File: src/rtl/any1_pkg.sv
// Shared types and constants for the any1 functional units.
package any1_pkg;

    localparam int AWID = 64;

    localparam logic [6:0] OP_R2     = 7'h02;
    localparam logic [6:0] OP_DIVI   = 7'h40;
    localparam logic [6:0] OP_DIVUI  = 7'h41;
    localparam logic [6:0] OP_DIVSUI = 7'h42;

    localparam logic [5:0] FN_DIV    = 6'h20;
    localparam logic [5:0] FN_DIVU   = 6'h21;
    localparam logic [5:0] FN_DIVSU  = 6'h22;

    parameter logic [7:0] FLT_UNIMP = 8'h37;
    parameter logic [7:0] FLT_DBZ   = 8'h3A;

    typedef struct packed {
        logic [5:0]  func;
        logic [18:0] rsv;
    } sR2;

    typedef struct packed {
        sR2         r2;
        logic [6:0] opcode;
    } sInstr;

    typedef struct packed {
        logic            wr;
        logic [4:0]      rid;
        sInstr           ir;
        logic [AWID-1:0] a;
        logic [AWID-1:0] b;
        logic [AWID-1:0] imm;
    } sALUrec;

    typedef struct packed {
        logic            cmt;
        logic [4:0]      rid;
        logic [2:0]      ele;
        logic [AWID-1:0] res;
        logic [7:0]      cause;
        logic [AWID-1:0] badAddr;
    } sFuncUnit;

    typedef enum logic [2:0] {
        IDLE = 3'd0,
        DIV1 = 3'd1,
        DIV2 = 3'd2,
        DIV3 = 3'd3,
        DIV4 = 3'd4
    } e_div_state;

    typedef struct packed {
        logic valid;
        logic use_imm;
        logic a_signed;
        logic b_signed;
    } s_div_dec;

    // Classify a divide instruction: operand source and signedness.
    function automatic s_div_dec div_decode(input logic [6:0] opcode, input logic [5:0] func);
        s_div_dec d;
        d = '0;
        if (opcode == OP_R2) begin
            case (func)
                FN_DIV:   begin d.valid = 1'b1; d.a_signed = 1'b1; d.b_signed = 1'b1; end
                FN_DIVU:  begin d.valid = 1'b1; end
                FN_DIVSU: begin d.valid = 1'b1; d.a_signed = 1'b1; end
                default:  d = '0;
            endcase
        end else begin
            case (opcode)
                OP_DIVI:   begin d.valid = 1'b1; d.use_imm = 1'b1; d.a_signed = 1'b1; d.b_signed = 1'b1; end
                OP_DIVUI:  begin d.valid = 1'b1; d.use_imm = 1'b1; end
                OP_DIVSUI: begin d.valid = 1'b1; d.use_imm = 1'b1; d.a_signed = 1'b1; end
                default:   d = '0;
            endcase
        end
        return d;
    endfunction

endpackage

File: src/rtl/any1_fu_fifo.sv
// Small synchronous FIFO of issue records shared by the iterative units.
// The head is read asynchronously so a unit can pop and latch in one cycle.
module any1_fu_fifo
    import any1_pkg::*;
#(
    parameter int QDEPTH = 4
) (
    input  logic                      clk,
    input  logic                      srst,
    input  logic                      clear,
    input  logic                      wr,
    input  logic                      rd,
    input  sALUrec                    din,
    output sALUrec                    dout,
    output logic                      full,
    output logic                      empty,
    output logic [$clog2(QDEPTH):0]   count
);
    localparam int PW = $clog2(QDEPTH);

    sALUrec mem [QDEPTH];

    logic [PW-1:0] wr_ptr_reg;
    logic [PW-1:0] rd_ptr_reg;
    logic [PW:0]   count_reg;
    logic [PW:0]   count_next;
    logic          full_reg;
    logic          empty_reg;
    logic          do_wr;
    logic          do_rd;

    assign do_wr = wr && !full_reg && !clear;
    assign do_rd = rd && !empty_reg && !clear;

    // Occupancy after this cycle's push/pop; a simultaneous push and pop keeps it.
    always_comb begin
        count_next = count_reg;
        if (clear)
            count_next = '0;
        else
            count_next = count_reg + (PW+1)'(do_wr) - (PW+1)'(do_rd);
    end

    // Pointers, count and registered status flags.
    always_ff @(posedge clk) begin
        if (srst || clear) begin
            wr_ptr_reg <= '0;
            rd_ptr_reg <= '0;
            count_reg  <= '0;
            full_reg   <= 1'b0;
            empty_reg  <= 1'b1;
        end else begin
            if (do_wr)
                wr_ptr_reg <= wr_ptr_reg + PW'(1);
            if (do_rd)
                rd_ptr_reg <= rd_ptr_reg + PW'(1);
            count_reg <= count_next;
            full_reg  <= (count_next == (PW+1)'(QDEPTH));
            empty_reg <= (count_next == '0);
        end
    end

    // Storage array; contents need no reset since the pointers gate validity.
    always_ff @(posedge clk) begin
        if (do_wr)
            mem[wr_ptr_reg] <= din;
    end

    assign dout  = mem[rd_ptr_reg];
    assign full  = full_reg;
    assign empty = empty_reg;
    assign count = count_reg;

endmodule

File: src/rtl/any1_div_fu.sv
// Iterative radix-2 restoring divide unit: queue in, one quotient bit per
// clock, result held for the ROB until acknowledged.
module any1_div_fu
    import any1_pkg::*;
#(
    parameter int QDEPTH = 4,
    parameter int WID    = 64
) (
    input  logic     clk_i,
    input  logic     rst_i,
    input  sALUrec   alu_i,
    output logic     full_o,
    output logic     busy_o,
    output sFuncUnit fu_o,
    input  logic     ack_i,
    input  logic     flush_i
);
    localparam int CW  = $clog2(WID);
    localparam int QCW = $clog2(QDEPTH) + 1;

    sALUrec         q_dout;
    logic           q_full;
    logic           q_empty;
    logic [QCW-1:0] q_count;
    logic           q_wr;
    logic           q_rd;

    e_div_state     state_reg, state_next;
    logic [4:0]     rid_reg, rid_next;
    s_div_dec       dec_reg, dec_next;
    logic [WID-1:0] a_reg, a_next;
    logic [WID-1:0] dvs_reg, dvs_next;
    logic [WID-1:0] quot_reg, quot_next;
    logic [WID-1:0] rem_reg, rem_next;
    logic           neg_reg, neg_next;
    logic [CW-1:0]  cnt_reg, cnt_next;
    logic [7:0]     cause_reg, cause_next;
    sFuncUnit       fu_reg, fu_next;

    s_div_dec       pop_dec;
    logic           a_neg;
    logic           d_neg;
    logic [WID:0]   rem_sh;
    logic [WID:0]   rem_dif;
    logic           q_bit;
    logic           unused_bits;

    assign q_wr = alu_i.wr && !flush_i;

    any1_fu_fifo #(.QDEPTH(QDEPTH)) u_fifo (
        .clk   (clk_i),
        .srst  (rst_i),
        .clear (flush_i),
        .wr    (q_wr),
        .rd    (q_rd),
        .din   (alu_i),
        .dout  (q_dout),
        .full  (q_full),
        .empty (q_empty),
        .count (q_count)
    );

    assign pop_dec     = div_decode(q_dout.ir.opcode, q_dout.ir.r2.func);
    assign unused_bits = ^{q_dout.wr, q_dout.ir.r2.rsv};

    assign a_neg   = dec_reg.a_signed & a_reg[WID-1];
    assign d_neg   = dec_reg.b_signed & dvs_reg[WID-1];
    // No borrow out of the trial subtract means the shifted remainder >= divisor.
    assign rem_sh  = {rem_reg, quot_reg[WID-1]};
    assign rem_dif = rem_sh - {1'b0, dvs_reg};
    assign q_bit   = !rem_dif[WID];

    // Next-state and datapath control; flush overrides everything.
    always_comb begin
        state_next = state_reg;
        rid_next   = rid_reg;
        dec_next   = dec_reg;
        a_next     = a_reg;
        dvs_next   = dvs_reg;
        quot_next  = quot_reg;
        rem_next   = rem_reg;
        neg_next   = neg_reg;
        cnt_next   = cnt_reg;
        cause_next = cause_reg;
        fu_next    = fu_reg;
        q_rd       = 1'b0;
        if (flush_i) begin
            state_next = IDLE;
            fu_next    = '0;
        end else begin
            case (state_reg)
                IDLE: begin
                    if (!q_empty) begin
                        q_rd       = 1'b1;
                        rid_next   = q_dout.rid;
                        dec_next   = pop_dec;
                        a_next     = q_dout.a;
                        dvs_next   = pop_dec.use_imm ? q_dout.imm : q_dout.b;
                        state_next = DIV1;
                    end
                end
                DIV1: begin
                    if (!dec_reg.valid) begin
                        quot_next  = '0;
                        cause_next = FLT_UNIMP;
                        state_next = DIV4;
                    end else if (dvs_reg == '0) begin
                        quot_next  = '1;
                        cause_next = FLT_DBZ;
                        state_next = DIV4;
                    end else begin
                        quot_next  = a_neg ? -a_reg : a_reg;
                        dvs_next   = d_neg ? -dvs_reg : dvs_reg;
                        neg_next   = a_neg ^ d_neg;
                        rem_next   = '0;
                        cnt_next   = '0;
                        cause_next = '0;
                        state_next = DIV2;
                    end
                end
                DIV2: begin
                    rem_next  = q_bit ? rem_dif[WID-1:0] : rem_sh[WID-1:0];
                    quot_next = {quot_reg[WID-2:0], q_bit};
                    cnt_next  = cnt_reg + CW'(1);
                    if (cnt_reg == CW'(WID-1))
                        state_next = DIV3;
                end
                DIV3: begin
                    fu_next     = '0;
                    fu_next.cmt = 1'b1;
                    fu_next.rid = rid_reg;
                    fu_next.res = neg_reg ? -quot_reg : quot_reg;
                    state_next  = DIV4;
                end
                DIV4: begin
                    // Fault results arrive here without a posted result; post it first.
                    if (!fu_reg.cmt) begin
                        fu_next       = '0;
                        fu_next.cmt   = 1'b1;
                        fu_next.rid   = rid_reg;
                        fu_next.res   = quot_reg;
                        fu_next.cause = cause_reg;
                    end else if (ack_i) begin
                        fu_next    = '0;
                        state_next = IDLE;
                    end
                end
                default: state_next = IDLE;
            endcase
        end
    end

    // State and datapath registers.
    always_ff @(posedge clk_i) begin
        if (rst_i) begin
            state_reg <= IDLE;
            rid_reg   <= '0;
            dec_reg   <= '0;
            a_reg     <= '0;
            dvs_reg   <= '0;
            quot_reg  <= '0;
            rem_reg   <= '0;
            neg_reg   <= 1'b0;
            cnt_reg   <= '0;
            cause_reg <= '0;
            fu_reg    <= '0;
        end else begin
            state_reg <= state_next;
            rid_reg   <= rid_next;
            dec_reg   <= dec_next;
            a_reg     <= a_next;
            dvs_reg   <= dvs_next;
            quot_reg  <= quot_next;
            rem_reg   <= rem_next;
            neg_reg   <= neg_next;
            cnt_reg   <= cnt_next;
            cause_reg <= cause_next;
            fu_reg    <= fu_next;
        end
    end

    assign full_o = q_full;
    assign busy_o = (q_count != '0) || (state_reg != IDLE);
    assign fu_o   = fu_reg;

endmodule
File: config.mk
export PLATFORM = sky130hd
export DESIGN_NAME = any1_div_fu
export DESIGN_NICKNAME = d
export VERILOG_FILES = /design/src/rtl/any1_pkg.sv /design/src/rtl/any1_fu_fifo.sv /design/src/rtl/any1_div_fu.sv
export SDC_FILE = /design/constraint.sdc
export NUM_CORES = 2
export LEC_CHECK = 0
export ABC_AREA = 1
export BUFFER_PORTS_ARGS = -buffer_cell sky130_fd_sc_hd__buf_2
export CAP_MARGIN = 40
export CORE_ASPECT_RATIO = 2
export CORE_MARGIN = 2
export CORE_UTILIZATION = 55
export CTS_CLUSTER_SIZE = 10
export DETAILED_ROUTE_END_ITERATION = 7
export HOLD_SLACK_MARGIN = 0.03
export PLACE_DENSITY = 0.84
export SLEW_MARGIN = 25
export SYNTH_ARGS = -nofsm -noshare
export SYNTH_HDL_FRONTEND = slang
export SYNTH_SLANG_ARGS = --single-unit
File: constraint.sdc
create_clock -name clk_i -period 26.5 [get_ports clk_i]
set_input_delay 3.975 -clock clk_i [delete_from_list [all_inputs] [get_ports clk_i]]
set_output_delay 3.975 -clock clk_i [all_outputs]
set_load 0.01 [all_outputs]
# --- After elaboration in Yosys (flattened, before gate mapping) ---
# Memory sizes are Yosys's and may differ from the RTL's. A register that Yosys moved wholly into a read port is not among the register bits.
# Index checks and enable logic that the tools add are counted.
word_totals:
  n_memories: 1
  word_cells: 137
  output_inout_bits: 147
  register_bits: 436
  mem_bits_rw: 920
  inputBits: 234
op_classes:
  eq_ne: 21
  bitwise_logic: 6
  n_mux: 45
  reduce_logical: 32
  n_addsub: 9
mem_list:
  columns: ["memory", "words", "width", "read_ports", "rd_clocked_by_memory_dff", "wr", "line", "text"]
  rows:
  - ["u_fifo.mem", 4, 230, 1, 1, 1, "any1_fu_fifo.sv:21", "sALUrec mem [QDEPTH];"]
op_table:
  columns: ["cell", "n"]
  rows:
  - ["$mux W64", 12]
  - ["$pmux W64 S2", 3]
  - ["$mux W145", 2]
  - ["$pmux W145 S2", 1]
  - ["$neg A64 Y64", 3]
  - ["$sub A65 B64 Y65", 1]
  - ["$logic_not A64 Y1", 1]
  - ["$eq A6 B6 Y1 const B", 4]
  - ["$mux W6", 4]
  - ["$eq A7 B7 Y1 const B", 3]
  - ["$mux W3", 7]
  - ["$pmux W3 S5", 1]
  - ["$ne A2 B2 Y1 const B", 7]
  - ["$pmux W6 S2", 1]
  - ["$reduce_and A4 Y1", 3]
  - ["$mux W1", 10]
  - ["$eq A7 B2 Y1 const B", 1]
  - ["$add A6 B1 Y6 const B", 1]
  - ["$eq A3 B2 Y1 const B", 2]
  - ["$eq A3 B3 Y1 const B", 2]
  - ["$logic_not A3 Y1", 2]
  - ["$mux W2", 3]
  - ["$reduce_and A2 Y1", 3]
  - ["$reduce_and A6 Y1", 1]
  - ["other kinds (17)", 35]

# --- Logic depth before layout (Yosys ltp) ---
logic_depth:
  word_depth: 8
  ltp_mapped: 21
  depth_no_buf: 20

# --- By module ---
# A second synthesis with hierarchy kept.
unflattened:
  cells_unflattened: 7090
  hier_area_um2: 62322.3
by_module_without_submodules:
  columns: ["mod", "n_inst", "area_each_um2", "seq_area_each_um2", "cells_each"]
  rows:
  - ["any1_fu_fifo", 1, 34490.6, 27846.7, 2297]
  - ["any1_div_fu", 1, 27831.7, 7006.7, 4793]

# --- Worst setup path after synthesis ---
# No wires, ideal clock.
synth_path:
  path_kind: "in2reg"
  start: "in alu_i[229] in the netlist's numbering"
  end: "mem u_fifo.mem[0][0] in the netlist's numbering, enable pin"
  setup_time_ns: 0.783
  arrival_time_ns: 13.059
  required_ns: 25.717
  stages: 6
  n_path_buf: 0
  setup_slack_ns: 12.658
  cell_sequence: "inv_1 > nor2_1 > inv_1 > nor2_1 > inv_1 > nor2_1"
synth_via:
  elab_chain_cells: 5
synth_lines:
  columns: ["item", "line", "text"]
  rows:
  - ["start: declaration", "any1_div_fu.sv:11", "input sALUrec alu_i,"]
  - ["$logic_and A1 B1 Y1", "any1_div_fu.sv:48", "assign q_wr = alu_i.wr && !flush_i;"]
  - ["$logic_and A1 B1 Y1 (2 in series)", "any1_fu_fifo.sv:32", "assign do_wr = wr && !full_reg && !clear;"]
  - ["via u_fifo.do_wr", "any1_fu_fifo.sv:29", "logic do_wr;"]
  - ["$mux W1", "any1_fu_fifo.sv:65", "if (do_wr)"]
  - ["$mux W1 (implied by the code)", "any1_fu_fifo.sv:66", "mem[wr_ptr_reg] <= din;"]
  - ["end: declaration", "any1_fu_fifo.sv:21", null]
# The timed path passes the listed nets, and every way through them passes these cells.

# --- Final worst setup path ---
layout_path:
  start: "in alu_i[229] in the netlist's numbering"
  end: "mem u_fifo.mem[0][221] in the netlist's numbering, enable pin"
# Same word-level chain as after synthesis.

==> Flow_metrics.wiki <==
{| class="wikitable"
! Metric !! Value
|-
| Fin crit share || 0.252
|-
| Quantity of hold-fixing buffers added after cts || 0
|-
| Total of warnings raised by yosys || 0
|-
| Instance count on the critical path || 12
|-
| Final GP Congestion || 1.04
|-
| Core area || 108000 µm²
|-
| Worst path setup slack after routing || 19.81 ns
|-
| WP data arrival || 7.15 ns
|-
| Number of unique standard cell types used by synthesis || 58
|-
| Fraction of registers with async set or reset after synthesis || 0
|-
| Cell depth of the worst hold path || 2
|-
| Remaining antenna violation count || 0
|-
| Type of the worst setup path || in2reg
|-
| Worst setup timing slack at the placement stage || 19.00 ns
|-
| Clock Pin Slew Worst Setup and Hold Paths || 0.05 ns
|-
| Total global routing overflow || 0
|-
| Yosys reg bits || 1201
|-
| Number of placed cells counting well taps || 8507
|-
| Relative area change from synthesis to final layout || 11.4%
|-
| Total DRC errors in the routed layout || 0
|-
| Total wire length after detailed routing || 209000 µm
|-
| Slew at the pin closest to its max-slew limit || 1.03 ns
|-
| Number of resized instances in the post-cts repair step || 0
|-
| Final Net Count || 7587
|-
| Mean number of vias per cell || 5.89
|-
| DP HPWL || 147000 µm
|-
| Clock latency of the later-clocked register in the worst-skew pair || 0.81 ns
|-
| Top_reg_cell synth || sky130_fd_sc_hd__edfxtp_1
|-
| Number of vias in the routed layout || 51500
|-
| Slowest cell on the critical path || sky130_fd_sc_hd__buf_4
|-
| Worst-case hold slack || 0.454 ns
|-
| Die width || 237 µm
|-
| Total CTS buffers || 139
|-
| Initial antenna violation count || 30
|-
| Fraction of final layout cells sized beyond drive strength 1 || 0.0924
|-
| Fin Clk Skew || 0.0582 ns
|-
| Pin count of the biggest net entering global routing || 172
|-
| Root Driver || sky130_fd_sc_hd__clkbuf_16
|-
| Count of final hold-check violations || 0
|-
| Post-synthesis instance area || 59900 µm²
|-
| Final-report setup violation count || 0
|-
| H-Tree Level Count || 4
|-
| Family with the most delay on the worst path || buffers and inverters
|-
| WP buf/inv || 9
|-
| Count of buffers inserted at the top-level ports || 292
|-
| Final Non-Filler Cells || 8755
|-
| Crit-path cells || buf_2 -> inv_1 -> nor2_1 -> inv_1 -> nor2_1 -> inv_1 -> nor2_4 -> buf_4 -> buf_4 -> buf_12 -> buf_4 -> buf_12
|-
| Largest register FFs || 840
|-
| Logic depth of the worst register-to-register path || 10
|-
| Register with the highest flop count || u_fifo.mem
|-
| Power per cell area || 84.5 nW/µm²
|-
| Number of placement rows || 171
|-
| Vertical die dimension || 471 µm
|-
| Critical path peak fanout || 46
|-
| GRT Overall Usage || 0.369
|-
| Io pins || 381
|-
| Slew Limit Fails || 0
|-
| DRC violation total after the first TritonRoute iteration || 4777
|-
| Final Power || 5.64 mW
|-
| R2R setup slack || 21.84 ns
|-
| Max-slew headroom || 0.312
|-
| Leakage || 28.3 nW
|-
| RSZ-0062 raised after global routing || false
|-
| Delay of the slowest cell on the worst path || 0.59 ns
|-
| Post-layout minimum cycle time || 6.69 ns
|-
| Status || completed
|-
| Average wire per cell in the routed design || 23.9 µm
|-
| Avg Inst Size Synth || 8.46 µm²
|-
| Post-CTS Setup Bufs || 0
|-
| Number of synthesized flops with an enable pin || 840
|-
| Via count of the first global-routing pass || 51100
|-
| Largest vdd supply drop || 0.102 mV
|-
| Fin Setup TNS || 0 ns
|-
| Maximum clock rate || 0.150 GHz
|-
| Clock buffer depth || 3
|-
| Sequential-to-total area share from yosys stat || 0.541
|-
| Worst Setup End Kind || flop
|-
| Starting density of the core || 0.554
|-
| Startpoint type of the worst setup path || input pin
|-
| Number of max-capacitance violations reported || 0
|-
| Total Die Area || 112000 µm²
|-
| Number of sinks driven by the clock tree || 1201
|-
| HP Class || reg2reg
|-
| Mapped Cells || 7089
|-
| Wire length of the first global-routing pass || 305000 µm
|-
| First-pass DRT Iterations || 6
|-
| WP data required || 26.96 ns
|-
| Clock tree from TritonCTS || built
|}
[layout by cell type, fill, tap and decap left out, types with 79 or more instances in the layout]
cell                           n
sky130_fd_sc_hd__nand2_1    1340
sky130_fd_sc_hd__nor2_1     1000
sky130_fd_sc_hd__edfxtp_1    840
sky130_fd_sc_hd__inv_1       811
sky130_fd_sc_hd__o21ai_0     775
sky130_fd_sc_hd__a21oi_1     382
sky130_fd_sc_hd__dfxtp_1     359
sky130_fd_sc_hd__nand3_1     335
sky130_fd_sc_hd__buf_2       301
sky130_fd_sc_hd__clkbuf_16   141
sky130_fd_sc_hd__o22ai_1     117
sky130_fd_sc_hd__a31oi_1      98
sky130_fd_sc_hd__xor2_1       79
[metal layers]
| metal | GRT usage | wire, µm |
|---|---|---|
| met1 | 0.346 | 64600 |
| met4 | 0.368 | 24600 |
| met5 | 0 | 98 |
| met2 | 0.654 | 105000 |
| met3 | 0.0708 | 14600 |
[metrics by stage]
step                instance area, µm²   util
floorplan                        60200      -
global placement                 61900  0.572
detailed placement               62300  0.575
CTS                              66500  0.614
global route                     66700  0.617
finish                           66800  0.617
[cells in the mapped netlist (all sizes together), types with 6 or more instances]
cell,count,share of area
xnor2,15,0.0022
nand4,69,0.0073
nand2,1373,0.088
o22ai,117,0.012
a221oi,7,0.0010
o221ai,8,0.0012
a31oi,98,0.010
nor2,1036,0.067
edfxtp,840,0.42
o21ai,825,0.069
xor2,79,0.012
nand3,343,0.029
o211ai,68,0.0086
inv,833,0.052
and2,6,0.00063
nor3,59,0.0055
dfxtp,361,0.12
or2,23,0.0024
nand3b,11,0.0014
clkbuf,222,0.014
nor4,17,0.0018
o21bai,6,0.00075
o31ai,6,0.00075
a21oi,389,0.033
buf,178,0.019
ha,74,0.015
[final cells by class]
type	instances	area (µm²)
Multi-Input combinational cell	4720	22700
Clock inverter	17	420
Antenna cell	19	47.5
Clock buffer	199	3760
Inverter	836	3160
Sequential cell	1201	32500
Tap cell	1384	1730
Timing Repair Buffer	379	2500
Fill cell	8940	41500
[tightest hold or removal path, stage by stage, from the launching register on]
cell and delay [ns]:
sky130_fd_sc_hd__dfxtp_1 0.31, sky130_fd_sc_hd__inv_1 0.05, sky130_fd_sc_hd__a21oi_1 0.05
[report_power, final]
part / internal [mW] / leakage (nW) / switching, mW
combinational: 0.428 / 15.8 / 1.26
sequential: 2.09 / 10.6 / 0.0854
clock: 1.02 / 1.99 / 0.769
[cell families after synthesis]
| kind of cell | after synthesis | share of synthesized area |
|---|---|---|
| AOI/OAI and AO/OA | 1536 | 0.139 |
| DFF | 1201 | 0.541 |
| buffers and inverters | 1236 | 0.0856 |
| other | 1 | 0.0000626 |
| xor gates and xnor gates | 94 | 0.0137 |
| adders and majority gates | 76 | 0.0161 |
| and+or+nand+nor | 2945 | 0.205 |
[path summary, 6_finish.rpt]
kind | from | endpoint
hold reg to reg | cause_reg[4] | cause_reg[4]
setup reg to reg | flop | dvs_reg[34]
setup / recovery | alu_i[229] | u_fifo.mem[0][221]
hold / removal | cause_reg[4] | cause_reg[4]
No activity file was read; power rests on OpenSTA's default activity.
